==> src/rtl/pipe_pkg.sv <==
// ---------------------------------------------------------------------------
// pipe_pkg - shared definitions for the pipeline stage registers.
//
// Contents:
//   * default widths for data, register index and write-back control
//   * write-back control bit positions (RegWrite, MemtoReg)
//   * mem_wb_t: MEM/WB payload layout at the default widths
//
// Configuration macro used by users of this package: MEM_WB_FWD_EN
// ---------------------------------------------------------------------------
package pipe_pkg;

  localparam int DATA_W_DEF = 32;
  localparam int REG_AW_DEF = 5;
  localparam int WB_W_DEF   = 2;

  // Bit positions inside the write-back control field.
  localparam int WB_REGWRITE = 1;
  localparam int WB_MEMTOREG = 0;

  // Payload order, MSB first: read data, ALU result, destination, control.
  // Parametrised stages use the same field order at their own widths.
  typedef struct packed {
    logic [DATA_W_DEF-1:0] read_data;
    logic [DATA_W_DEF-1:0] alu_result;
    logic [REG_AW_DEF-1:0] write_register;
    logic [WB_W_DEF-1:0]   wb;
  } mem_wb_t;

endpackage

==> src/rtl/pipe_skid_buf.sv <==
// ---------------------------------------------------------------------------
// pipe_skid_buf - two-entry valid/ready skid buffer, generic payload.
//
// Entry M drives the output; entry S absorbs one word when the consumer
// stalls. o_ready is a flop output (no i_ready -> o_ready path).
//
// Ports:
//   i_clk    rising-edge clock
//   i_srst   synchronous active-high reset (clears valids and payload)
//   i_flush  drop both entries at the edge; any accept that cycle is lost
//   i_valid  upstream word present       o_ready  can accept (registered)
//   i_data   upstream payload
//   o_valid  M holds a word               i_ready  downstream consumes
//   o_data   M payload (held after M empties)
// ---------------------------------------------------------------------------
module pipe_skid_buf #(
  parameter int W = 8
) (
  input  logic         i_clk,
  input  logic         i_srst,
  input  logic         i_flush,
  input  logic         i_valid,
  output logic         o_ready,
  input  logic [W-1:0] i_data,
  output logic         o_valid,
  input  logic         i_ready,
  output logic [W-1:0] o_data
);

  logic         r_m_valid;
  logic         r_s_valid;
  logic         r_ready;
  logic [W-1:0] r_m_data;
  logic [W-1:0] r_s_data;

  logic         w_accept;
  logic         w_pop;
  logic         w_m_valid_next;
  logic         w_s_valid_next;
  logic [W-1:0] w_m_data_next;
  logic [W-1:0] w_s_data_next;

  assign w_accept = i_valid & r_ready;
  assign w_pop    = r_m_valid & i_ready;

  always_comb begin
    w_m_valid_next = r_m_valid;
    w_s_valid_next = r_s_valid;
    w_m_data_next  = r_m_data;
    w_s_data_next  = r_s_data;
    if (i_flush) begin
      // Payload is left alone; only the valid bits are dropped.
      w_m_valid_next = 1'b0;
      w_s_valid_next = 1'b0;
    end else if (w_pop) begin
      if (r_s_valid) begin
        // r_ready is low while S is valid, so no accept can collide here.
        w_m_data_next  = r_s_data;
        w_s_valid_next = 1'b0;
      end else if (w_accept) begin
        w_m_data_next = i_data;
      end else begin
        w_m_valid_next = 1'b0;
      end
    end else if (w_accept) begin
      if (r_m_valid) begin
        w_s_valid_next = 1'b1;
        w_s_data_next  = i_data;
      end else begin
        w_m_valid_next = 1'b1;
        w_m_data_next  = i_data;
      end
    end
  end

  always_ff @(posedge i_clk) begin
    if (i_srst) begin
      r_m_valid <= 1'b0;
      r_s_valid <= 1'b0;
      r_ready   <= 1'b1;
      r_m_data  <= '0;
      r_s_data  <= '0;
    end else begin
      r_m_valid <= w_m_valid_next;
      r_s_valid <= w_s_valid_next;
      r_ready   <= !w_s_valid_next;
      r_m_data  <= w_m_data_next;
      r_s_data  <= w_s_data_next;
    end
  end

  assign o_ready = r_ready;
  assign o_valid = r_m_valid;
  assign o_data  = r_m_data;

endmodule

==> src/rtl/mem_wb_stage.sv <==
// ---------------------------------------------------------------------------
// mem_wb_stage - MEM/WB pipeline register with valid/ready handshake,
// two-entry skid buffer, synchronous flush and write-back forwarding.
//
// Ports:
//   clock, startin (sync active-high reset), flush
//   in_valid / in_ready (registered), read_data_input, alu_result_input,
//   write_register_input, WB_input
//   out_valid / out_ready, read_data_output, alu_result_output,
//   write_register_output, WB_output (forced to 0 while out_valid=0)
//   fwd_valid, fwd_reg, fwd_data (combinational from the output entry only)
//
// Configuration: define MEM_WB_FWD_EN to enable the forwarding port;
// otherwise the fwd_* outputs are constant 0. WB_W must be at least 2.
// ---------------------------------------------------------------------------
module mem_wb_stage
  import pipe_pkg::*;
#(
  parameter int DATA_W = DATA_W_DEF,
  parameter int REG_AW = REG_AW_DEF,
  parameter int WB_W   = WB_W_DEF
) (
  input  logic              clock,
  input  logic              startin,
  input  logic              flush,
  input  logic              in_valid,
  output logic              in_ready,
  input  logic [DATA_W-1:0] read_data_input,
  input  logic [DATA_W-1:0] alu_result_input,
  input  logic [REG_AW-1:0] write_register_input,
  input  logic [WB_W-1:0]   WB_input,
  output logic              out_valid,
  input  logic              out_ready,
  output logic [DATA_W-1:0] read_data_output,
  output logic [DATA_W-1:0] alu_result_output,
  output logic [REG_AW-1:0] write_register_output,
  output logic [WB_W-1:0]   WB_output,
  output logic              fwd_valid,
  output logic [REG_AW-1:0] fwd_reg,
  output logic [DATA_W-1:0] fwd_data
);

  // Same field order as pipe_pkg::mem_wb_t, sized by this instance.
  typedef struct packed {
    logic [DATA_W-1:0] read_data;
    logic [DATA_W-1:0] alu_result;
    logic [REG_AW-1:0] write_register;
    logic [WB_W-1:0]   wb;
  } stage_word_t;

  stage_word_t w_in_word;
  stage_word_t w_out_word;

  assign w_in_word = '{read_data:      read_data_input,
                       alu_result:     alu_result_input,
                       write_register: write_register_input,
                       wb:             WB_input};

  pipe_skid_buf #(
    .W($bits(stage_word_t))
  ) u_skid (
    .i_clk   (clock),
    .i_srst  (startin),
    .i_flush (flush),
    .i_valid (in_valid),
    .o_ready (in_ready),
    .i_data  (w_in_word),
    .o_valid (out_valid),
    .i_ready (out_ready),
    .o_data  (w_out_word)
  );

  assign read_data_output      = w_out_word.read_data;
  assign alu_result_output     = w_out_word.alu_result;
  assign write_register_output = w_out_word.write_register;
  // A held-but-invalid entry must never look like a register write.
  assign WB_output             = out_valid ? w_out_word.wb : '0;

`ifdef MEM_WB_FWD_EN
  // Register 0 is hard-wired zero, so writes to it are never forwarded.
  assign fwd_valid = out_valid & WB_output[WB_REGWRITE] &
                     (write_register_output != '0);
  assign fwd_reg   = write_register_output;
  assign fwd_data  = WB_output[WB_MEMTOREG] ? read_data_output : alu_result_output;
`else
  assign fwd_valid = 1'b0;
  assign fwd_reg   = '0;
  assign fwd_data  = '0;
`endif

endmodule

==> config.mk <==
export PLATFORM = sky130hd
export DESIGN_NAME = mem_wb_stage
export DESIGN_NICKNAME = d
export VERILOG_FILES = /design/src/rtl/pipe_pkg.sv /design/src/rtl/pipe_skid_buf.sv /design/src/rtl/mem_wb_stage.sv
export SDC_FILE = /design/constraint.sdc
export NUM_CORES = 1
export LEC_CHECK = 0
export ABC_AREA = 1
export BUFFER_PORTS_ARGS = -buffer_cell sky130_fd_sc_hd__buf_4
export CAP_MARGIN = 20
export CORE_UTILIZATION = 53
export DETAILED_ROUTE_END_ITERATION = 10
export PLACE_DENSITY_LB_ADDON = 0.3
export SLEW_MARGIN = 20
export SYNTH_ARGS = -nofsm -noshare
export SYNTH_HDL_FRONTEND = slang
export SYNTH_SLANG_ARGS = --single-unit
==> constraint.sdc <==
create_clock -name clock -period 1.45 [get_ports clock]
set_input_delay 0.29 -clock clock [delete_from_list [all_inputs] [get_ports clock]]
set_output_delay 0.29 -clock clock [all_outputs]
set_load 0.01 [all_outputs]
; ---- Word level (Yosys, flattened, before mapping)
; Cells that the tools add are included.
[word_totals]
romBits = 0
ramBits = 0
reg_bits = 145
latch_bits = 0
memories = 0
output_inout_bits = 111
in_bits = 76
[classes]
n_mul = 0
muxes = 14
n_div = 0
bitwise = 4
n_eq_ne = 3
addsub = 0
n_lt_le_gt_ge = 0
n_reduce_logical = 7
shifts = 0
[op_table]
columns = op, n
row1 = $mux 71, 5
row2 = $mux 1, 8
row3 = $reduce_and 4->1, 2
row4 = $ne 2x2->1 const B, 3
row5 = $reduce_bool 2->1, 2
row6 = $reduce_and 3->1, 1
row7 = $and 1x1->1, 2
row8 = $mux 2, 1
row9 = $not 1->1, 2
row10 = $reduce_or 2->1, 1
row11 = $logic_not 1->1, 1

; ---- Logic depth before layout (Yosys ltp)
; Gate-level depths: netlist of run 1.
[logic_depth]
depth_word = 5
depth_mapped = 9

; ---- Cells and area by module
; A second synthesis of run 1 with hierarchy kept.
[hier_totals]
hier_cells = 1048
area_unflattened_um2 = 6582.6
[modules_own_cells]
columns = mod, area_per_inst_um2, cells_each, n_inst
row1 = pipe_skid_buf, 6278.5, 1005, 1
row2 = mem_wb_stage, 304.0, 43, 1

; ---- Worst setup path after synthesis of run 1
; OpenSTA, ideal clock, no wires.
[synth_timing]
path_kind = reg-to-reg
from = register u_skid.r_m_valid, in the netlist u_skid.o_valid
to = register u_skid.r_m_data[0], in the netlist u_skid.o_data[0]
period_less_slack_ns = 1.324
path_slack_ns = 0.126
path_stages_with_launch = 9
t_arrival_ns = 1.211
cell_sequence = dfxtp_1 > buf_4 > nand3_4 > nand2_1 > nand2_2 > buf_6 > buf_4 > nor2_1 > nor2_1
[synth_between]
elab_chain_len = 3
word_cells_on_any_way = 5
[synth_rtl]
columns = element, line_no
row1 = start: declaration, pipe_skid_buf.sv:30  ; logic r_m_valid;
row2 = start signal: assignment, pipe_skid_buf.sv:84  ; r_m_valid <= w_m_valid_next;
row3 = $and 1x1->1, pipe_skid_buf.sv:44  ; assign w_pop = r_m_valid & i_ready;
row4 = $ne 2x2->1 (no source line) / $reduce_bool 2->1 (equally long branches), --
row5 = $reduce_and 4->1 (no source line), --
row6 = end signal: assignment, pipe_skid_buf.sv:87  ; r_m_data <= w_m_data_next;
row7 = end: declaration, pipe_skid_buf.sv:33  ; logic [W-1:0] r_m_data;
; Several ways; a longest one is shown, not always the timed one.
; A chain may end at the register's enable or synchronous reset.

; ---- Final worst setup path of run 1
[layout_timing]
from = register u_skid.r_m_valid, in the netlist u_skid.o_valid
to = output port WB_output[1]
[layout_between]
elab_chain_len = 1
[layout_rtl]
columns = element, line_no
row1 = $mux 2, mem_wb_stage.sv:77  ; assign WB_output = out_valid ? w_out_word.wb : '0;
row2 = end: declaration, mem_wb_stage.sv:37  ; output logic [WB_W-1:0] WB_output,
; No other way between the ends.

==> results of run 1 <==
==> power by group through the flow <==
stage	logic (µW)	clock network (µW)	registers [µW]
3_5_place_dp	1170	0	4340
5_1_grt	1340	5000	4270
2_1_floorplan	927	0	4310
4_1_cts	1190	4820	4250
6_report	1180	4740	4250
3_3_place_gp	1150	0	4340
==> kinds of logic (layout without fill, tap and decap cells) <==
group | after synthesis | in the layout
AND/OR/NAND/NOR | 512 | 512
other | 1 | 38
AO/OA/AOI/OAI | 145 | 145
buffers and inverters | 316 | 350
flip-flops | 145 | 145
==> registers in the layout, summed over array words and instances (netlist names) <==
register / flops
u_skid.o_data: 71
u_skid.r_s_valid: 1
u_skid.r_s_data: 71
u_skid.o_valid: 1
u_skid.o_ready: 1
==> final cells by class <==
| cell class | count | area [µm²] |
|---|---|---|
| clock buffers | 20 | 457 |
| clock inverters | 11 | 185 |
| fillers | 1231 | 4720 |
| inverters | 149 | 562 |
| multi-input cells | 695 | 2820 |
| flip-flops and latches | 145 | 2910 |
| well taps | 176 | 220 |
| repair buffers | 170 | 1420 |
==> synthesized netlist by cell type <==
master / count / area [µm²]
inv_2: 2 / 7.51
buf_2: 20 / 100
buf_6: 3 / 33.8
conb_1: 1 / 3.75
a21oi_1: 1 / 5.00
clkinv_1: 1 / 3.75
a31oi_1: 1 / 6.26
clkbuf_1: 29 / 109
o21ai_0: 142 / 711
nand2_2: 2 / 12.5
nor2_1: 286 / 1070
a31o_2: 1 / 8.76
inv_1: 146 / 548
dfxtp_1: 145 / 2900
buf_4: 115 / 863
nand2_1: 222 / 833
nand3_4: 1 / 17.5
nand4_1: 1 / 6.26
==> through the flow <==
stage	worst slack, ns	instance area [µm²]	util	total power [µW]
global route	-0.0106	8570	0.645	10600
CTS	0.0158	8550	0.643	10300
floorplan	0.126	7380	-	5240
global placement	0.0994	7890	0.594	5490
finish	0.0647	8570	0.645	10200
detailed placement	0.0598	7890	0.594	5510
==> worst min-delay path, stage by stage <==
cell and delay [ns]:
buf_4 0.09, inv_1 0.04, nand4_1 0.07
==> what timing repair did <==
item,CTS,global route
gates resized for setup,2,6
endpoints found under the hold margin,0,0
endpoints found under the setup margin,3,13
setup buffers,2,0
pin swaps,0,0
==> metal layers <==
layer  part of all wire  wire length, µm
met1               0.47             6910
met2               0.47             6940
met3              0.050              739
met4              0.016              239
met5                  0                0
==> worst min-delay path by stage <==
stage | cells after the start | from | endpoint
after floorplan | 2 | flush | u_skid.o_ready$_SDFF_PP1_
after global placement | 2 | u_skid.r_s_data[67]$_SDFFE_PP0P_ | u_skid.r_s_data[67]$_SDFFE_PP0P_
after detailed placement | 2 | u_skid.r_s_data[67]$_SDFFE_PP0P_ | u_skid.r_s_data[67]$_SDFFE_PP0P_
after CTS | 3 | flush | u_skid.o_ready$_SDFF_PP1_
after global routing | 3 | flush | u_skid.o_ready$_SDFF_PP1_
final | 3 | flush | u_skid.o_ready$_SDFF_PP1_
==> results.toml, run 1 <==
[drt]
via_per_inst = 4.45
drt-initial-drc-count = 394
wire_per_inst_um = 10.9
drc = 0
firstDrtPassIters = 5
wirelength_mm = 14.8
postRouteAntennaNets = 0
num_vias = 6077

[synthesis]
ys_seq_elements = 145
muxShareOfSynthArea = 0
synth_compound_area_frac = 0.101
yosys.area_share.adder = 0
synth_top_family_by_area = "simple AND/OR/NAND/NOR gates"
synth-simple-area-share = 0.268
syn_area_um2 = 7250
avgSynthCellArea_um2 = 6.48
synthCells = 1119
yosys_warnings = 0
ys_seq_area_frac = 0.401
synth-xor-area-share = 0
synth.distinct_cells = 18

[critical_path]
critPathArrivalTime_ns = 1.10
path_buf_inv = 3
r2r-start = "u_skid.o_valid$_SDFFE_PP0P_"
crit_end = "WB_output[1]"
startpoint = "u_skid.o_valid$_SDFFE_PP0P_"
crit_required_ns = 1.16
path_delay_family = "flip-flops"
r2r_end = "u_skid.o_data[22]$_SDFFE_PP0P_"
path_class = "reg2out"
critPathLaunchType = "flop"
cp_slowest_stage_delay_ns = 0.35
slowest_stage = "dfxtp_4"
path_max_fanout = 4
reg2reg_depth = 8
regToRegSetupSlack_ns = 0.11
endpoint_kind = "output port"
cp_num_cells = 4
crit_chain = "buf_6 > nand2_1 > inv_1 > buf_4"

[die]
rows = 42
die_h_um = 119
core_area_um2 = 13300
start_util = 0.545
dieArea_um2 = 14100
design.portCount = 187
die_x_um = 119

[sta]
final_max_slew_viol_count = 0
hold_slack_ns = 0.114
clock.fmax_mhz = 722
rsz0062_at_grt = "yes"
hold_violations = 0
fin_crit_sh = 0.955
setup_viol = 0
setup_tns_ns = 0
final.setup_skew_ns = 0.00427
layout_min_cycle_time_ns = 1.39

[status]
status = "finished, final reports clean"

[clocking]
htree_levels = 4
numCtsBuffers = 17
clock_sinks = 145
postCtsHoldBufs = 0
root_buffer = "clkbuf_16"
clk_latency_ns = 0.41
path_clk_slew_ns = 0.06
clockBufferDepth = 2
cts_tree = "yes"

[pwr]
power_frac_seq = 0.418
clkPwrFrac = 0.466
combPwrFrac = 0.116
p_per_area_nw_per_um2 = 1190
p_switching_uw = 2340
p_int_uw = 7830
ir_drop_uv = 833
p_leak_uw = 0.00419
swShare = 0.230

[min_path]
hold_class = "in2reg"

[global_routing]
grt_usage = 0.218
grtUsageMet3 = 0.0570
grt_use_met1 = 0.263
grt_pass1_vias = 5393
grt_max_degree = 57
antenna_found_initial = 0
grt_overflow = 0
grt_first_pass_wirelength_mm = 24.8
gr-usage-met2 = 0.369
top_usage_layer = "met2"

[finish]
final_layout_size_suffix_gt1_frac = 0.176
most-common-layout-cells = "nor2_1 (286), nand2_1 (221), buf_4 (156)"
fin_nets = 1254
instances_no_fill = 1366
syn_to_final_growth_pct = 18.3
diodes = 0
final_common_cell = "nor2_1"

[place]
hpwlAfterDp_mm = 9.58
placed_cells = 1333
gp_congestion = 0.750
buffer_ports.inserted = 148

[job]
maxCapViolCount = 0
(Power assumes the default switching activity.)
==> run 2: changes to the inputs <==
GPL_TIMING_DRIVEN = 0   (was unset)
PLACE_DENSITY = 0.79   (was unset)
PLACE_DENSITY_LB_ADDON = unset   (was 0.3)
==> results.toml, run 2 (synthesized netlist as in run 1, its figures left out) <==
[status]
status = "finished, final reports clean"

[finish]
final_common_cell = "nor2_1"
syn_to_final_growth_pct = 30.1
final_layout_size_suffix_gt1_frac = 0.257
most-common-layout-cells = "nor2_1 (283), buf_4 (281), nand2_1 (221)"
diodes = 0
fin_nets = 1401
stdcell_area_um2 = 9430

[sta]
setup_viol = 0
tightest_slew_ns = 0.617
rsz0062_at_grt = "yes"
relSlewSlack = 0.586
final_max_slew_viol_count = 0
hold_violations = 0
final.setup_skew_ns = 0.00499
fin_crit_sh = 0.962
clock.fmax_mhz = 717
layout_min_cycle_time_ns = 1.40

[global_routing]
grt_usage = 0.249
antenna_found_initial = 0
grt_pass1_vias = 5955
grt_first_pass_wirelength_mm = 28.0
grt_max_degree = 17
grt_overflow = 0

[clocking]
htree_levels = 4
cts_tree = "yes"
clk_latency_ns = 0.42
path_clk_slew_ns = 0.06
root_buffer = "clkbuf_16"
clockBufferDepth = 2
numCtsBuffers = 17
clock_sinks = 145
postCtsHoldBufs = 0

[pwr]
p_per_area_nw_per_um2 = 1070
power_uw = 10100
p_leak_uw = 0.00481
ir_drop_uv = 775

[critical_path]
path_class = "reg2out"
slowest_stage = "dfxtp_2"
critPathLaunchType = "flop"
path_max_fanout = 6
regToRegSetupSlack_ns = 0.07
crit_chain = "buf_6 > nand2_1 > inv_2 > buf_4"
r2r_end = "u_skid.o_data[26]$_SDFFE_PP0P_"
endpoint_kind = "output port"
crit_required_ns = 1.16
cp_slowest_stage_delay_ns = 0.32
reg2reg_depth = 6
critPathArrivalTime_ns = 1.11
r2r-start = "u_skid.o_valid$_SDFFE_PP0P_"

[place]
buffer_ports.inserted = 148
place_area_um2 = 8720
gp_congestion = 0.794
hpwlAfterDp_mm = 11.7

[die]
design.portCount = 187
start_util = 0.545
dieArea_um2 = 14100
rows = 42
die_h_um = 119
die_x_um = 119
core_area_um2 = 13300

[drt]
wirelength_mm = 16.8
wire_per_inst_um = 11.1
firstDrtPassIters = 5
postRouteAntennaNets = 0
num_vias = 6648
drt-initial-drc-count = 414
drc = 0
via_per_inst = 4.39

[min_path]
hold_class = "in2reg"
hp-start = "read_data_input[29]"
whs_path_depth = 3
min_to = "u_skid.r_s_data[68]$_SDFFE_PP0P_"

[job]
maxCapViolCount = 0
run 2: cell count changes in the layout (fill, tap and decap cells not counted), sizes merged:
cell	delta
bufinv	-3
inv	-1
buf	+117
clkbuf	+36
clkinvlp	-2
run 2: layout make-up:
class | instances | area [µm²]
buffer | 165 | 1160
clock buffer | 26 | 509
clock inverter | 5 | 75.1
fill | 1212 | 3870
inverter | 149 | 564
multi-input combinational | 695 | 2850
sequential | 145 | 2900
tap | 176 | 220
timing repair buffer | 152 | 1140
run 2: routing by layer:
metal,vias to the layer above,routed length [µm],GRT usage
met5,-,0,0
met4,0,308,0.0918
met3,22,880,0.0479
met2,190,8000,0.421
met1,2837,7620,0.313
li1,3599,-,-
run 2: how the worst max path moves through the flow:
stage | from | to | cells past startpoint
2_1_floorplan | u_skid.o_valid$_SDFFE_PP0P_ | u_skid.o_data[0]$_SDFFE_PP0P_ | 8
3_3_place_gp | startin | u_skid.o_data[5]$_SDFFE_PP0P_ | 6
3_5_place_dp | startin | u_skid.o_data[45]$_SDFFE_PP0P_ | 6
4_1_cts | u_skid.o_valid$_SDFFE_PP0P_ | u_skid.o_data[26]$_SDFFE_PP0P_ | 7
5_1_grt | u_skid.o_valid$_SDFFE_PP0P_ | u_skid.o_data[40]$_SDFFE_PP0P_ | 7
6_report | u_skid.o_valid$_SDFFE_PP0P_ | WB_output[1] | 4
run 2: metrics by stage:
stage / cells / utilization / TNS (ns) / hold WS (ns) / setup slack, ns
5_1_grt: 1513 / 0.709 / -0.0432 / 0.126 / -0.0150
4_1_cts: 1513 / 0.704 / 0 / 0.111 / 0.00761
3_5_place_dp: 1480 / 0.656 / -24.47 / 0.472 / -0.378
2_1_floorplan: 1156 / - / 0 / 0.413 / 0.126
3_3_place_gp: 1480 / 0.656 / -20.88 / 0.462 / -0.363
6_report: 1513 / 0.709 / 0 / 0.131 / 0.0550
run 2: report_power, final:
part	switching [µW]	internal, µW
Sequential	84.7	4160
Combinational	710	769
Clock	1590	2740
Total	2380	7670
run 2: worst max-delay path: cells and delay by family, from the launching register on:
| kind | cells | cell delay [ns] |
|---|---|---|
| and+or+nand+nor | 1 | 0.06 |
| DFF | 1 | 0.32 |
| buffers and inverters | 3 | 0.30 |
run 2: what timing repair did:
action                                 in CTS  in global routing
endpoints found under the hold margin       0                  0
pin swaps                                   0                  2
cloned                                      0                  0
setup buffers                               3                  1
setup endpoints to repair                 141                138
resized for setup                          23                 61
